[config.mk]
export PLATFORM = sky130hd
export DESIGN_NAME = me_mv_sequencer
export DESIGN_NICKNAME = d
export VERILOG_FILES = /design/src/rtl/me_pkg.sv /design/src/rtl/mv_fifo.sv /design/src/rtl/me_mv_sequencer.sv
export SDC_FILE = /design/constraint.sdc
export NUM_CORES = 1
export LEC_CHECK = 0
export ABC_AREA = 0
export ABC_CLOCK_PERIOD_IN_PS = 4300
export CORE_UTILIZATION = 45
export DETAILED_ROUTE_END_ITERATION = 8
export GPL_ROUTABILITY_DRIVEN = 0
export PLACE_DENSITY = 0.65
export SETUP_SLACK_MARGIN = 0.2
export SYNTH_ARGS = -nofsm -noshare
export SYNTH_HDL_FRONTEND = slang
export SYNTH_SLANG_ARGS = --single-unit
export TNS_END_PERCENT = 50
[constraint.sdc]
create_clock -name clk -period 4.3 [get_ports clk]
set_clock_uncertainty 0.05 [all_clocks]
set_input_delay 0.43 -clock clk [delete_from_list [all_inputs] [get_ports clk]]
set_output_delay 0.43 -clock clk [all_outputs]
set_load 0.02 [all_outputs]
[src/rtl/me_pkg.sv]
// Shared definitions for the motion-vector sequencer.
// - Width and offset helpers derived from the block and search-window geometry.
// - The sequencer state encoding.
// - The output record layout for the default geometry
//   (TB_LENGTH=16, SW_LENGTH=64, PE_OUT_WIDTH=8, NUM_BLOCKS=8).
package me_pkg;

  function automatic int clog2_f(input int value);
    int r;
    r = 0;
    while ((1 << r) < value) r++;
    return r;
  endfunction

  // Number of candidate positions along one axis of the search window.
  function automatic int range_f(input int sw_length, input int tb_length);
    return sw_length - tb_length + 1;
  endfunction

  // Distance from the window corner to the zero-motion candidate.
  function automatic int offset_f(input int sw_length, input int tb_length);
    return (sw_length - tb_length) / 2;
  endfunction

  function automatic int cnt_width_f(input int sw_length, input int tb_length);
    return clog2_f(range_f(sw_length, tb_length) * range_f(sw_length, tb_length));
  endfunction

  function automatic int sad_width_f(input int tb_length, input int pe_out_width);
    return clog2_f(tb_length * tb_length) + pe_out_width;
  endfunction

  // One extra bit so that +/-OFFSET fits in two's complement.
  function automatic int mv_width_f(input int sw_length, input int tb_length);
    return clog2_f(range_f(sw_length, tb_length)) + 1;
  endfunction

  function automatic int idx_width_f(input int num_blocks);
    return (num_blocks > 1) ? clog2_f(num_blocks) : 1;
  endfunction

  typedef enum logic [2:0] {
    ST_IDLE    = 3'd0,
    ST_REQ     = 3'd1,
    ST_CONV    = 3'd2,
    ST_PUSH    = 3'd3,
    ST_WAITLOW = 3'd4,
    ST_DRAIN   = 3'd5
  } state_t;

  localparam int DEF_IDX_WIDTH = idx_width_f(8);
  localparam int DEF_MV_WIDTH  = mv_width_f(64, 16);
  localparam int DEF_SAD_WIDTH = sad_width_f(16, 8);

  typedef struct packed {
    logic [DEF_IDX_WIDTH-1:0]       idx;
    logic signed [DEF_MV_WIDTH-1:0] mv_x;
    logic signed [DEF_MV_WIDTH-1:0] mv_y;
    logic [DEF_SAD_WIDTH-1:0]       sad;
  } mv_rec_t;

endpackage

[src/rtl/mv_fifo.sv]
// Small synchronous FIFO for motion-vector records.
// Ports:
//   clk, rst       clock, asynchronous active-high reset (empties the FIFO)
//   push/push_data write request and record
//   pop/pop_data   read request and head record (zero while empty)
//   full/empty     occupancy flags
// A push while full is accepted when a pop happens on the same edge.
module mv_fifo
  import me_pkg::*;
#(
  parameter int  WIDTH = 8,
  parameter int  DEPTH = 4,
  localparam int PTR_W = clog2_f(DEPTH),
  localparam int CNT_W = PTR_W + 1
) (
  input  logic             clk,
  input  logic             rst,
  input  logic             push,
  input  logic [WIDTH-1:0] push_data,
  input  logic             pop,
  output logic [WIDTH-1:0] pop_data,
  output logic             full,
  output logic             empty
);

  logic [WIDTH-1:0] mem_q [DEPTH];
  logic [WIDTH-1:0] mem_d [DEPTH];
  logic [PTR_W-1:0] wr_ptr_q, wr_ptr_d;
  logic [PTR_W-1:0] rd_ptr_q, rd_ptr_d;
  logic [CNT_W-1:0] count_q, count_d;
  logic             do_push, do_pop;

  assign empty    = (count_q == '0);
  assign full     = (count_q == CNT_W'(DEPTH));
  // Gating keeps the head at zero out of reset without resetting storage.
  assign pop_data = empty ? '0 : mem_q[rd_ptr_q];

  always_comb begin
    mem_d    = mem_q;
    wr_ptr_d = wr_ptr_q;
    rd_ptr_d = rd_ptr_q;
    count_d  = count_q;
    do_pop   = pop && !empty;
    do_push  = push && (!full || do_pop);
    if (do_push) begin
      mem_d[wr_ptr_q] = push_data;
      wr_ptr_d        = wr_ptr_q + 1'b1;
    end
    if (do_pop) begin
      rd_ptr_d = rd_ptr_q + 1'b1;
    end
    case ({do_push, do_pop})
      2'b10:   count_d = count_q + 1'b1;
      2'b01:   count_d = count_q - 1'b1;
      default: count_d = count_q;
    endcase
  end

  always_ff @(posedge clk or posedge rst) begin
    if (rst) begin
      wr_ptr_q <= '0;
      rd_ptr_q <= '0;
      count_q  <= '0;
    end else begin
      wr_ptr_q <= wr_ptr_d;
      rd_ptr_q <= rd_ptr_d;
      count_q  <= count_d;
    end
  end

  always_ff @(posedge clk) begin
    mem_q <= mem_d;
  end

endmodule

[src/rtl/me_mv_sequencer.sv]
// Downstream controller for the full-search motion-estimation core.
// Requests one ME result per block, turns the winning raster index into a
// signed motion vector and queues {idx, mv_x, mv_y, sad} records.
// Ports:
//   clk, rst                 clock, asynchronous active-high reset
//   start, busy, done        run control/status (done pulses on last push)
//   me_req, me_ack           four-phase handshake with the ME core
//   me_min_cnt, me_min_sad   winning candidate index and its SAD
//   out_valid, out_ready     record stream handshake
//   out_idx, out_mv_x, out_mv_y, out_sad   head record fields
module me_mv_sequencer
  import me_pkg::*;
#(
  parameter int  TB_LENGTH    = 16,
  parameter int  SW_LENGTH    = 64,
  parameter int  PE_OUT_WIDTH = 8,
  parameter int  NUM_BLOCKS   = 8,
  parameter int  FIFO_DEPTH   = 4,
  localparam int RANGE        = range_f(SW_LENGTH, TB_LENGTH),
  localparam int OFFSET       = offset_f(SW_LENGTH, TB_LENGTH),
  localparam int CNT_WIDTH    = cnt_width_f(SW_LENGTH, TB_LENGTH),
  localparam int SAD_WIDTH    = sad_width_f(TB_LENGTH, PE_OUT_WIDTH),
  localparam int MV_WIDTH     = mv_width_f(SW_LENGTH, TB_LENGTH),
  localparam int IDX_WIDTH    = idx_width_f(NUM_BLOCKS)
) (
  input  logic                 clk,
  input  logic                 rst,
  input  logic                 start,
  output logic                 busy,
  output logic                 done,
  output logic                 me_req,
  input  logic                 me_ack,
  input  logic [CNT_WIDTH-1:0] me_min_cnt,
  input  logic [SAD_WIDTH-1:0] me_min_sad,
  output logic                 out_valid,
  input  logic                 out_ready,
  output logic [IDX_WIDTH-1:0] out_idx,
  output logic [MV_WIDTH-1:0]  out_mv_x,
  output logic [MV_WIDTH-1:0]  out_mv_y,
  output logic [SAD_WIDTH-1:0] out_sad
);

  typedef struct packed {
    logic [IDX_WIDTH-1:0]       idx;
    logic signed [MV_WIDTH-1:0] mv_x;
    logic signed [MV_WIDTH-1:0] mv_y;
    logic [SAD_WIDTH-1:0]       sad;
  } rec_t;

  localparam int REC_WIDTH = $bits(rec_t);

  state_t               state_q, state_d;
  logic [IDX_WIDTH-1:0] blk_q, blk_d;
  logic [CNT_WIDTH-1:0] rem_q, rem_d;
  logic [MV_WIDTH-1:0]  y_q, y_d;
  logic [SAD_WIDTH-1:0] sad_q, sad_d;
  logic                 fifo_push, fifo_full, fifo_empty, push_ok;
  rec_t                 push_rec, head_rec;
  logic [REC_WIDTH-1:0] head_bits;

  // A full FIFO still takes the record when the consumer pops the same edge.
  assign push_ok = !fifo_full || out_ready;

  // In PUSH the remainder is already below RANGE, so it fits MV_WIDTH bits.
  assign push_rec.idx  = blk_q;
  assign push_rec.mv_x = MV_WIDTH'(rem_q) - MV_WIDTH'(OFFSET);
  assign push_rec.mv_y = y_q - MV_WIDTH'(OFFSET);
  assign push_rec.sad  = sad_q;

  // Combinational from state so an asynchronous reset drops them at once.
  assign busy = (state_q != ST_IDLE);

  always_comb begin
    state_d   = state_q;
    blk_d     = blk_q;
    rem_d     = rem_q;
    y_d       = y_q;
    sad_d     = sad_q;
    me_req    = 1'b0;
    done      = 1'b0;
    fifo_push = 1'b0;
    case (state_q)
      ST_IDLE: begin
        if (start) begin
          blk_d   = '0;
          state_d = ST_REQ;
        end
      end
      ST_REQ: begin
        me_req = 1'b1;
        if (me_ack) begin
          rem_d   = me_min_cnt;
          sad_d   = me_min_sad;
          y_d     = '0;
          state_d = ST_CONV;
        end
      end
      ST_CONV: begin
        // Row/column split by repeated subtraction; y saturates at RANGE-1
        // so an out-of-range index cannot wrap the vertical component.
        if ((rem_q >= CNT_WIDTH'(RANGE)) && (y_q < MV_WIDTH'(RANGE - 1))) begin
          rem_d = rem_q - CNT_WIDTH'(RANGE);
          y_d   = y_q + 1'b1;
        end else begin
          state_d = ST_PUSH;
        end
      end
      ST_PUSH: begin
        fifo_push = 1'b1;
        if (push_ok) begin
          if (blk_q == IDX_WIDTH'(NUM_BLOCKS - 1)) begin
            done    = 1'b1;
            state_d = ST_DRAIN;
          end else begin
            blk_d   = blk_q + 1'b1;
            state_d = ST_WAITLOW;
          end
        end
      end
      ST_WAITLOW: begin
        if (!me_ack) state_d = ST_REQ;
      end
      ST_DRAIN: begin
        if (!me_ack) state_d = ST_IDLE;
      end
      default: state_d = ST_IDLE;
    endcase
  end

  always_ff @(posedge clk or posedge rst) begin
    if (rst) begin
      state_q <= ST_IDLE;
      blk_q   <= '0;
    end else begin
      state_q <= state_d;
      blk_q   <= blk_d;
    end
  end

  always_ff @(posedge clk) begin
    rem_q <= rem_d;
    y_q   <= y_d;
    sad_q <= sad_d;
  end

  mv_fifo #(
    .WIDTH (REC_WIDTH),
    .DEPTH (FIFO_DEPTH)
  ) u_fifo (
    .clk       (clk),
    .rst       (rst),
    .push      (fifo_push),
    .push_data (push_rec),
    .pop       (out_ready),
    .pop_data  (head_bits),
    .full      (fifo_full),
    .empty     (fifo_empty)
  );

  assign head_rec  = rec_t'(head_bits);
  assign out_valid = !fifo_empty;
  assign out_idx   = head_rec.idx;
  assign out_mv_x  = head_rec.mv_x;
  assign out_mv_y  = head_rec.mv_y;
  assign out_sad   = head_rec.sad;

endmodule

==> summary.txt, run 1 <==
Worst setup path
  – Critical Path End Type: output port
  – Top Family by Delay on Critical Path: buffers and inverters
  – Worst path bufs/invs: 2
  – Startpoint types: flop
  – Critical-path top delay cell: dfrtp_2
  – Worst R2R Setup Slack: around 1.5 ns
  – CP Data Required Time: around 3.8 ns
  – Crit path max fanout: 21
  – Crit path arrival time: 2.95 ns
  – Worst path cell trace: buf_4, mux4_2, and2_1, clkdlybuf4s50_1
  – Largest stage delay, worst path: 0.84 ns
  – Crit Path Class: reg2out

CTS
  – H-tree level count: 4
  – Hold buffers post-CTS: 0
  – # clock sinks: between 150 and 200
  – Max clock buf depth: 2
  – CTS buffer count: 17
  – CTS tree: built
  – Clock root cell: clkbuf_16
  – Post-CTS setup repair buffer count: 0
  – Clk slew on worst S/H paths: 0.06 ns
  – Worst skew pair latency: approximately 0.42 ns
  – PostCTS Resize Cnt: 0

Run status
  – Status: finished, final reports clean

Detailed routing
  – Antenna Violating Nets Remaining: 0
  – WL final: 12740 um
  – DR DRC count: 0
  – Wire per inst: 17.52 um
  – Via count: between 3000 and 4000
  – 1st-pass router iterations: 5
  – Via-to-Cell Ratio: 5.132
  – Drt initial violations: between 200 and 250

STA
  – Final Hold Fails: 0
  – Max-slew violations: 0
  – Fmax: between 0.2 and 0.3 GHz
  – Final worst-path cycle share: 0.7973
  – RSZ-0062 raised after global routing: no
  – Max transition margin: 0.1848
  – Setup TNS: 0 ns
  – # setup viols final: 0
  – Tmin final: about 3.4 ns
  – Worst slew pin tran: approximately 1.2 ns

Floorplan
  – Die area: around 17000 um^2
  – # IOs: 70
  – Horiz. Die Dim: about 130 um
  – Die Ht: 130.1 um
  – Core box area: about 16000 um^2
  – Rows: between 40 and 50
  – Initial Util: 0.4635

Yosys
  – Seq/Total Area, Yosys: 0.7227
  – Syn Nets: roughly 470
  – Cell Area, Synth: 7390 um^2
  – Post-Syn Area per Cell: about 17 um^2
  – Synth Register Bits: 180
  – Primary FF master, synth: edfxtp_1
  – Mapped Cells: around 430
  – Syn. warnings: 0
  – Post-synth EDFFs: ~170
  – Post-synth ARST share: 0.07222
  – Netlist cell types: 37

Global routing
  – Total GRT Usage: 0.1670
  – Initial antenna violation count: 0
  – Largest net degree at the start of global routing: 36
  – First-pass GRT wire length: 20270 um
  – Vias in the first global route: between 3000 and 4000
  – Total gr overflow: 0

Placed design
  – Hpwl dp: just under 8000 um
  – Port bufs: just under 70
  – Placed Area: between 8000 and 9000 um^2

Cells and area
  – Area grow syn2layout: 19.62%
  – Proportion of layout cells with a drive suffix above 1: 0.1389
  – # diodes: 0
  – Number of fill cells in the layout: approximately 1300
  – Final Cell Area: 8840 um^2
  – Nets: roughly 550

Power and ir drop
  – Pwr dens: 700.5 nW/um^2
  – P_leak: around 3.0 nW
  – Peak supply drop: about 0.00034 V

Flow run
  – Max-cap viol count: 0

Hold path
  – Worst hold path class: in2async
==> sequential cells by signal (all words and copies together), names as in the netlist <==
name	flops
rem_q	12
u_fifo.count_q	3
sad_q	16
state_q	3
u_fifo.mem_q	132
u_fifo.wr_ptr_q	2
u_fifo.rd_ptr_q	2
y_q	7
blk_q	3
==> where the power goes <==
part           leakage, nW  internal, mW  switching (mW)
Combinational         1.07          1.06            1.05
Clock                0.254         0.782           0.606
Sequential            1.68          2.38           0.306
Total                 3.00          4.23            1.97
==> final timing paths <==
check / start / end / cells past startpoint
max in group asynchronous: rst / u_fifo.rd_ptr_q[0] / 2
setup / recovery: u_fifo.rd_ptr_q[0] / out_sad[13] / 4
min in group clk: u_fifo.count_q[2] / u_fifo.count_q[2] / 1
setup reg to reg: u_fifo.count_q[0] / u_fifo.count_q[2] / 8
hold / removal: rst / u_fifo.count_q[2] / 2
hold reg to reg: u_fifo.count_q[2] / u_fifo.count_q[2] / 1
==> worst reg2reg max path, stage by stage, from the launching register on <==
cell and delay, ns:
dfrtp_1 0.39, or3_1 0.95, and2_1 0.33, ha_1 0.22, inv_1 0.06, fa_1 0.37, xor2_1 0.15, nor2_1 0.11
xor2_1 0.15
==> layout make-up <==
| type | count | area, um^2 | area share |
|---|---|---|---|
| clock buffer | 19 | 432.9 | 0.04897 |
| clock inverter | 13 | 92.59 | 0.01047 |
| inverter | 20 | 80.08 | 0.009059 |
| multi-input combinational | 207 | 1897 | 0.2146 |
| sequential | 180 | 5341 | 0.6042 |
| tap | 216 | 270.3 | 0.03057 |
| timing repair buffer | 72 | 725.7 | 0.08209 |
==> metrics by stage <==
step | instances | hold WS, ns | worst slack, ns | util | total power, mW
2_1_floorplan | 425 | 0.2570 | 1.828 | - | 4.021
3_3_place_gp | 695 | 0.4128 | 1.295 | 0.5215 | 4.812
3_5_place_dp | 695 | 0.4188 | 1.263 | 0.5215 | 4.870
4_1_cts | 727 | 0.2984 | 0.8016 | 0.5545 | 6.269
5_1_grt | 727 | 0.3386 | 0.6859 | 0.5545 | 6.530
6_report | 727 | 0.2855 | 0.8718 | 0.5545 | 6.192
==> metal layers <==
layer,GRT usage,routed length (um),vias up
met2,0.2672,6129,91
li1,-,-,1749
met3,0.05002,563,9
met4,0.05335,99,0
met1,0.2196,5943,1882
met5,0,0,-
==> cells by family after synthesis <==
family | after synthesis | synth area share
adders and majority gates | 14 | 0.02472
buffers and inverters | 38 | 0.02167
AOI/OAI and AO/OA | 35 | 0.02642
DFF | 180 | 0.7227
xor gates and xnor gates | 23 | 0.02726
muxes | 37 | 0.1060
and+or+nand+nor | 98 | 0.07128
==> cell usage after synthesis (3+ instances only) <==
cell type,n,area share
nor2_1,15,0.0076
dfrtp_1,13,0.044
ha_1,13,0.022
nand3_1,3,0.0020
nor2b_1,3,0.0025
xnor2_1,10,0.012
and2_1,39,0.033
nor3_1,3,0.0020
edfxtp_1,167,0.68
clkbuf_1,12,0.0061
mux4_2,33,0.10
nand2_1,24,0.012
inv_1,19,0.0097
mux2i_1,4,0.0054
a21oi_1,10,0.0068
xor2_1,13,0.015
o21ai_0,16,0.011
buf_2,4,0.0027
or3_1,3,0.0025
==> cell usage in the layout (no fill, tap or decap), types with 3 or more instances in the layout <==
cell type          n
and2_2             4
nand2_1           24
and2_1            35
mux2i_1            4
nor3_1             3
xor2_1            13
edfxtp_1         167
nand3_1            3
xnor2_1           10
a21oi_1           10
nor2b_1            3
clkinv_1           5
inv_1             19
o21ai_0           16
mux4_2            33
clkdlybuf4s50_1   69
dfrtp_1           12
nor2_1            14
ha_1              13
clkinv_2           4
or3_1              3
clkbuf_16         17
Note: power is estimated with default switching activity, not from simulation.
==> run 2: changes to the inputs <==
ABC_CLOCK_PERIOD_IN_PS = 2780   (was 4300)
PLACE_DENSITY = 0.68   (was 0.65)
clock period = 2.78 ns   (was 4.3 ns; I/O delays follow)
==> summary.txt, run 2 (synthesized netlist as in run 1, its figures left out) <==
Run status
  – Status: finished, final reports clean (unchanged)

Placed design
  – Placed Area: 8353 um^2 (was 8314 um^2)
  – Port bufs: 69 (unchanged)
  – Hpwl dp: 7868 um (was 7706 um)

STA
  – # setup viols final: 0 (unchanged)
  – RSZ-0062 raised after global routing: yes (was no)
  – Max-slew violations: 0 (unchanged)
  – Fmax: 0.3805 GHz
  – Tmin final: between 2 and 3 ns
  – Final worst-path cycle share: 0.9453
  – Setup TNS: 0 ns (unchanged)
  – Worst slew pin tran: 0.9407 ns (was 1.223 ns)
  – Final Hold Fails: 0 (unchanged)
  – Max transition margin: 0.3729 (was 0.1848)

Detailed routing
  – Drt initial violations: 247 (was 244)
  – Via count: 3725 (was 3731)
  – DR DRC count: 0 (unchanged)
  – Via-to-Cell Ratio: 5.089 (was 5.132)
  – 1st-pass router iterations: 4 (was 5)
  – WL final: 12880 um (was 12740 um)
  – Antenna Violating Nets Remaining: 0 (unchanged)
  – Wire per inst: 17.60 um (was 17.52 um)

Flow run
  – Max-cap viol count: 0 (unchanged)

Worst setup path
  – Crit path arrival time: 2.30 ns (was 2.95 ns)
  – Crit Path Class: reg2out (unchanged)
  – Worst R2R Setup Slack: 0.36 ns (was 1.45 ns)
  – CP Data Required Time: 2.45 ns (was 3.82 ns)
  – Crit path max fanout: 20 (was 21)
  – Largest stage delay, worst path: 0.54 ns (was 0.84 ns)
  – Startpoint types: flop (unchanged)
  – Critical Path End Type: output port (unchanged)
  – Worst path cell trace: buf_12, mux4_2, and2_1, clkdlybuf4s50_1 (was buf_4, mux4_2, and2_1, clkdlybuf4s50_1)
  – Critical-path top delay cell: mux4_2 (was dfrtp_2)

CTS
  – Worst skew pair latency: 0.43 ns (was 0.42 ns)
  – CTS buffer count: 17 (unchanged)
  – Clk slew on worst S/H paths: 0.07 ns (was 0.06 ns)
  – H-tree level count: 4 (unchanged)
  – Post-CTS setup repair buffer count: 0 (unchanged)
  – Clock root cell: clkbuf_16 (unchanged)
  – Max clock buf depth: 2 (unchanged)
  – CTS tree: built (unchanged)
  – # clock sinks: 180 (unchanged)

Floorplan
  – Horiz. Die Dim: 130.1 um (unchanged)
  – Die Ht: 130.1 um (unchanged)
  – Initial Util: 0.4635 (unchanged)
  – # IOs: 70 (unchanged)
  – Rows: 46 (unchanged)
  – Die area: 16940 um^2 (unchanged)
  – Core box area: 15940 um^2 (unchanged)

Global routing
  – Total gr overflow: 0 (unchanged)
  – First-pass GRT wire length: 20790 um (was 20270 um)
  – GRT met1 Usage: 0.2199 (was 0.2196)
  – Initial antenna violation count: 0 (unchanged)
  – Vias in the first global route: 3935 (was 3843)
  – Met3 GRT Util: 0.05248 (was 0.05002)
  – Total GRT Usage: 0.1706 (was 0.1670)
  – Largest net degree at the start of global routing: 35 (was 36)
  – GRT busiest layer: met2 (unchanged)
  – Grt met2 use: 0.2775 (was 0.2672)

Cells and area
  – Max FFs per register: 132 (unchanged)
  – # diodes: 0 (unchanged)
  – Register area: 5343 um^2 (was 5341 um^2)
  – Area grow syn2layout: 21.32% (was 19.62%)
  – Most frequent cells in the layout: 167 x edfxtp_1, 58 x clkdlybuf4s50_1, 35 x and2_1, 33 x mux4_2, 24 x nand2_1 (was 167 x edfxtp_1, 69 x clkdlybuf4s50_1, 35 x and2_1, 33 x mux4_2, 24 x nand2_1)
  – Final Cell Area: 8965 um^2 (was 8840 um^2)
  – Multi-input gate area: 1898 um^2 (was 1897 um^2)
  – Nets: 550 (was 545)
  – Number of fill cells in the layout: 1265 (was 1269)
  – Proportion of layout cells with a drive suffix above 1: 0.1531 (was 0.1389)
  – Biggest regs: u_fifo.mem_q: 132 flops, sad_q: 16 flops, rem_q: 12 flops (unchanged)
  – Most common cell after layout, fill and taps aside: edfxtp_1 (unchanged)
  – Reg with most FFs: u_fifo.mem_q (unchanged)

Power and ir drop
  – Final Power: 9.881 mW (was 6.192 mW)
  – P_leak: 3.119 nW (was 3.001 nW)
  – Sequential share of power: 0.407 (was 0.434)
  – Pwr dens: 1102 nW/um^2 (was 700.5 nW/um^2)
  – Combinational share of power: 0.348 (was 0.342)
  – Peak supply drop: 0.0005996 V (was 0.0003358 V)
  – Sw frac: 0.3097 (was 0.3175)
  – Internal power: 6.820 mW (was 4.226 mW)
  – Net switching power: 3.061 mW (was 1.966 mW)
  – Clock share of power: 0.245 (was 0.224)

Hold path
  – Worst hold path class: in2async (unchanged)
## run 2: cell count changes in the layout (fill, tap and decap cells not counted), moves of 2 or more
| cell | before | now |
|---|---|---|
| dlymetal6s2s_1 | 0 | 5 |
| clkinv_1 | 5 | 3 |
| buf_4 | 2 | 6 |
| dlygate4sd2_1 | 0 | 6 |
| bufinv_16 | 1 | 4 |
| clkdlybuf4s50_1 | 69 | 58 |
## run 2: through the flow
stage / worst slack, ns / hold slack (ns) / utilization / instances
2_1_floorplan: 0.3084 / 0.1050 / - / 425
3_3_place_gp: 0.1773 / 0.4258 / 0.5239 / 700
3_5_place_dp: 0.1092 / 0.4342 / 0.5239 / 700
4_1_cts: 0.1158 / 0.1347 / 0.5615 / 732
5_1_grt: 0.05459 / 0.1883 / 0.5623 / 732
6_report: 0.1522 / 0.1353 / 0.5623 / 732
## run 2: power groups by stage
| stage | registers [mW] | clock network [mW] | logic, mW |
|---|---|---|---|
| after detailed placement | 4.07 | 0 | 3.55 |
| final | 4.02 | 2.42 | 3.44 |
| after global placement | 4.04 | 0 | 3.47 |
| after floorplan | 3.94 | 0 | 2.28 |
| after CTS | 4.02 | 2.47 | 3.53 |
| after global routing | 4.08 | 2.58 | 3.77 |
## run 2: path summary, 6_finish.rpt
kind                                      end          startpoint  cells after the start
max                               out_mv_y[1]  u_fifo.rd_ptr_q[0]                      4
min                                  blk_q[2]                 rst                      2
max reg2reg                 u_fifo.count_q[2]   u_fifo.count_q[0]                      9
min reg2reg                  u_fifo.mem_q[35]            sad_q[2]                      0
max in group asynchronous  u_fifo.rd_ptr_q[0]                 rst                      2
min in group clk                     sad_q[9]       me_min_sad[9]                      1
## run 2: final cells by class
cell class                      count  area share
Clock inverter                     12     0.01800
Tap cell                          216     0.03015
Timing Repair Buffer               77     0.08653
Clock buffer                       20     0.04871
Inverter                           20    0.008932
Sequential cell                   180      0.5960
Multi-Input combinational cell    207      0.2117
## run 2: metal layers
layer | up-vias | wire (um)
met3 | 4 | 518
met5 | - | 0
met4 | 0 | 63
met1 | 1875 | 5700
li1 | 1767 | -
met2 | 79 | 6600
## run 2: critical path: cells and delay by family (launching register included)
kind                   cells  cell delay [ns]
DFF                        1             0.41
and+or+nand+nor            1             0.18
muxes                      1             0.54
buffers and inverters      2             0.75
## run 2: repair_timing
item	CTS	global route
hold buffers	0	0
gates cloned	0	0
resized for setup	8	6
endpoints found under the setup margin	34	47
==> run 3: changes to the inputs <==
TNS_END_PERCENT = unset   (was 50)
==> summary.txt, run 3 (synthesized netlist as in run 1, its figures left out) <==
CTS
  – CTS tree: built (unchanged)
  – Max clock buf depth: 2 (unchanged)
  – Worst skew pair latency: 0.43 ns (about the same)
  – Clock root cell: clkbuf_16 (unchanged)
  – H-tree level count: 4 (unchanged)
  – Hold buffers post-CTS: 0 (unchanged)
  – CTS buffer count: 17 (unchanged)
  – Clk slew on worst S/H paths: 0.07 ns (about the same)
  – # clock sinks: 180 (unchanged)

Global routing
  – Vias in the first global route: 3935 (unchanged)
  – First-pass GRT wire length: 20790 um (unchanged)
  – Total gr overflow: 0 (unchanged)
  – Initial antenna violation count: 0 (unchanged)
  – Largest net degree at the start of global routing: 35 (unchanged)
  – Total GRT Usage: 0.1706 (unchanged)

Cells and area
  – Reg with most FFs: u_fifo.mem_q (unchanged)
  – Most frequent cells in the layout: 167 x edfxtp_1, 55 x clkdlybuf4s50_1, 35 x and2_1, 33 x mux4_2, 24 x nand2_1 (was 167 x edfxtp_1, 58 x clkdlybuf4s50_1, 35 x and2_1, 33 x mux4_2, 24 x nand2_1)
  – Biggest regs: u_fifo.mem_q: 132 flops, sad_q: 16 flops, rem_q: 12 flops (unchanged)
  – # diodes: 0 (unchanged)
  – Max FFs per register: 132 (unchanged)
  – Nets: 550 (unchanged)
  – Proportion of layout cells with a drive suffix above 1: 0.1531 (unchanged)
  – Non-filler instance count after layout: 732 (unchanged)
  – Most common cell after layout, fill and taps aside: edfxtp_1 (unchanged)
  – Area grow syn2layout: 21.27% (was 21.32%)

Placed design
  – Hpwl dp: 7868 um (unchanged)
  – Placed Cells: 700 (unchanged)
  – Port bufs: 69 (unchanged)

Hold path
  – Worst hold path class: in2async (unchanged)

Worst setup path
  – CP Data Required Time: 2.45 ns (about the same)
  – Crit path arrival time: 2.31 ns (was 2.30 ns)
  – Crit Path Class: reg2out (unchanged)
  – Startpoint types: flop (unchanged)
  – Crit path max fanout: 20 (unchanged)
  – Critical Path End Type: output port (unchanged)

Floorplan
  – Die area: 16940 um^2 (unchanged)
  – Rows: 46 (unchanged)
  – Initial Util: 0.4635 (unchanged)
  – Horiz. Die Dim: 130.1 um (unchanged)
  – Core box area: 15940 um^2 (unchanged)
  – # IOs: 70 (unchanged)
  – Die Ht: 130.1 um (unchanged)

STA
  – Worst slew pin tran: 0.9358 ns (was 0.9407 ns)
  – Max-slew violations: 0 (unchanged)
  – Final worst-path cycle share: 0.9474 (was 0.9453)
  – RSZ-0062 raised after global routing: yes (unchanged)
  – Tmin final: 2.634 ns (was 2.628 ns)
  – Max transition margin: 0.3761 (was 0.3729)
  – Final Hold Fails: 0 (unchanged)
  – Setup TNS: 0 ns (unchanged)
  – # setup viols final: 0 (unchanged)
  – Fmax: 0.3797 GHz (was 0.3805 GHz)

Power and ir drop
  – Final Power: 9.873 mW (was 9.881 mW)
  – Pwr dens: 1102 nW/um^2 (about the same)
  – P_leak: 3.121 nW (was 3.119 nW)
  – Peak supply drop: 0.0006027 V (was 0.0005996 V)

Detailed routing
  – Via-to-Cell Ratio: 5.102 (was 5.089)
  – Wire per inst: 17.64 um (was 17.60 um)
  – Antenna Violating Nets Remaining: 0 (unchanged)
  – 1st-pass router iterations: 4 (unchanged)
  – Drt initial violations: 262 (was 247)
  – DR DRC count: 0 (unchanged)
  – Via count: 3735 (was 3725)
  – WL final: 12910 um (was 12880 um)

Flow run
  – Max-cap viol count: 0 (unchanged)

Run status
  – Status: finished, final reports clean (unchanged)
==> run 3: cell types whose count changed in the layout (fill, tap and decap cells not counted), sizes merged <==
cell,change
dlygate4sd2,+4
clkdlybuf4s50,-3
dlymetal6s2s,-1
==> run 3: stage by stage <==
step | hold slack, ns | setup slack (ns) | cell area (um^2) | utilization
final | 0.1336 | 0.1463 | 8961 | 0.5621
after global routing | 0.1883 | 0.05459 | 8961 | 0.5621
after CTS | 0.1347 | 0.1158 | 8946 | 0.5611
after detailed placement | 0.4342 | 0.1092 | 8353 | 0.5239
after global placement | 0.4258 | 0.1773 | 8353 | 0.5239
after floorplan | 0.1050 | 0.3084 | 7390 | -
==> run 3: timing repair <==
| action | 4_1_cts | 5_1_grt |
|---|---|---|
| cloned | 0 | 0 |
| endpoints found under the setup margin | 34 | 43 |
| buffers inserted | 0 | 0 |
| gates resized for setup | 12 | 6 |
==> run 3: report_power, final <==
group / internal (mW) / switching, mW / total (mW)
combinational: 1.63 / 1.80 / 3.42
clock: 1.49 / 0.939 / 2.43
sequential: 3.69 / 0.335 / 4.02
==> run 3: final timing paths <==
| check | endpoint | slack, ns | depth (start not counted) | from |
|---|---|---|---|---|
| max | out_mv_y[1] | 0.15 | 4 | u_fifo.rd_ptr_q[0] |
| min | blk_q[2] | 0.13 | 2 | rst |
| max reg2reg | u_fifo.count_q[2] | 0.36 | 9 | u_fifo.count_q[0] |
| min reg2reg | u_fifo.mem_q[35] | 0.44 | 0 | sad_q[2] |
| max in group asynchronous | u_fifo.rd_ptr_q[0] | 2.16 | 2 | rst |
| min in group clk | sad_q[9] | 0.36 | 1 | me_min_sad[9] |
==> run 3: final cells by class <==
cell class                 instances  area [um^2]
timing repair buffer              77        772.0
tap                              216        270.3
sequential                       180         5343
inverter                          20        80.08
clock inverter                    12        161.4
multi-input combinational        207         1898
clock buffer                      20        436.7
fill                            1267         6982
==> run 3: worst max-delay path: stages, from the launching register on <==
cell	delay, ns
dfrtp_2	0.41
buf_12	0.21
mux4_2	0.54
and2_1	0.18
clkdlybuf4s50_1	0.54
==> run 3: layer usage <==
metal | wire length (um) | global-route usage | up-vias
met5 | 0 | 0 | -
met1 | 5696 | 0.2199 | 1882
met3 | 544 | 0.05248 | 6
li1 | - | - | 1766
met4 | 85 | 0.05335 | 0
met2 | 6586 | 0.2775 | 81
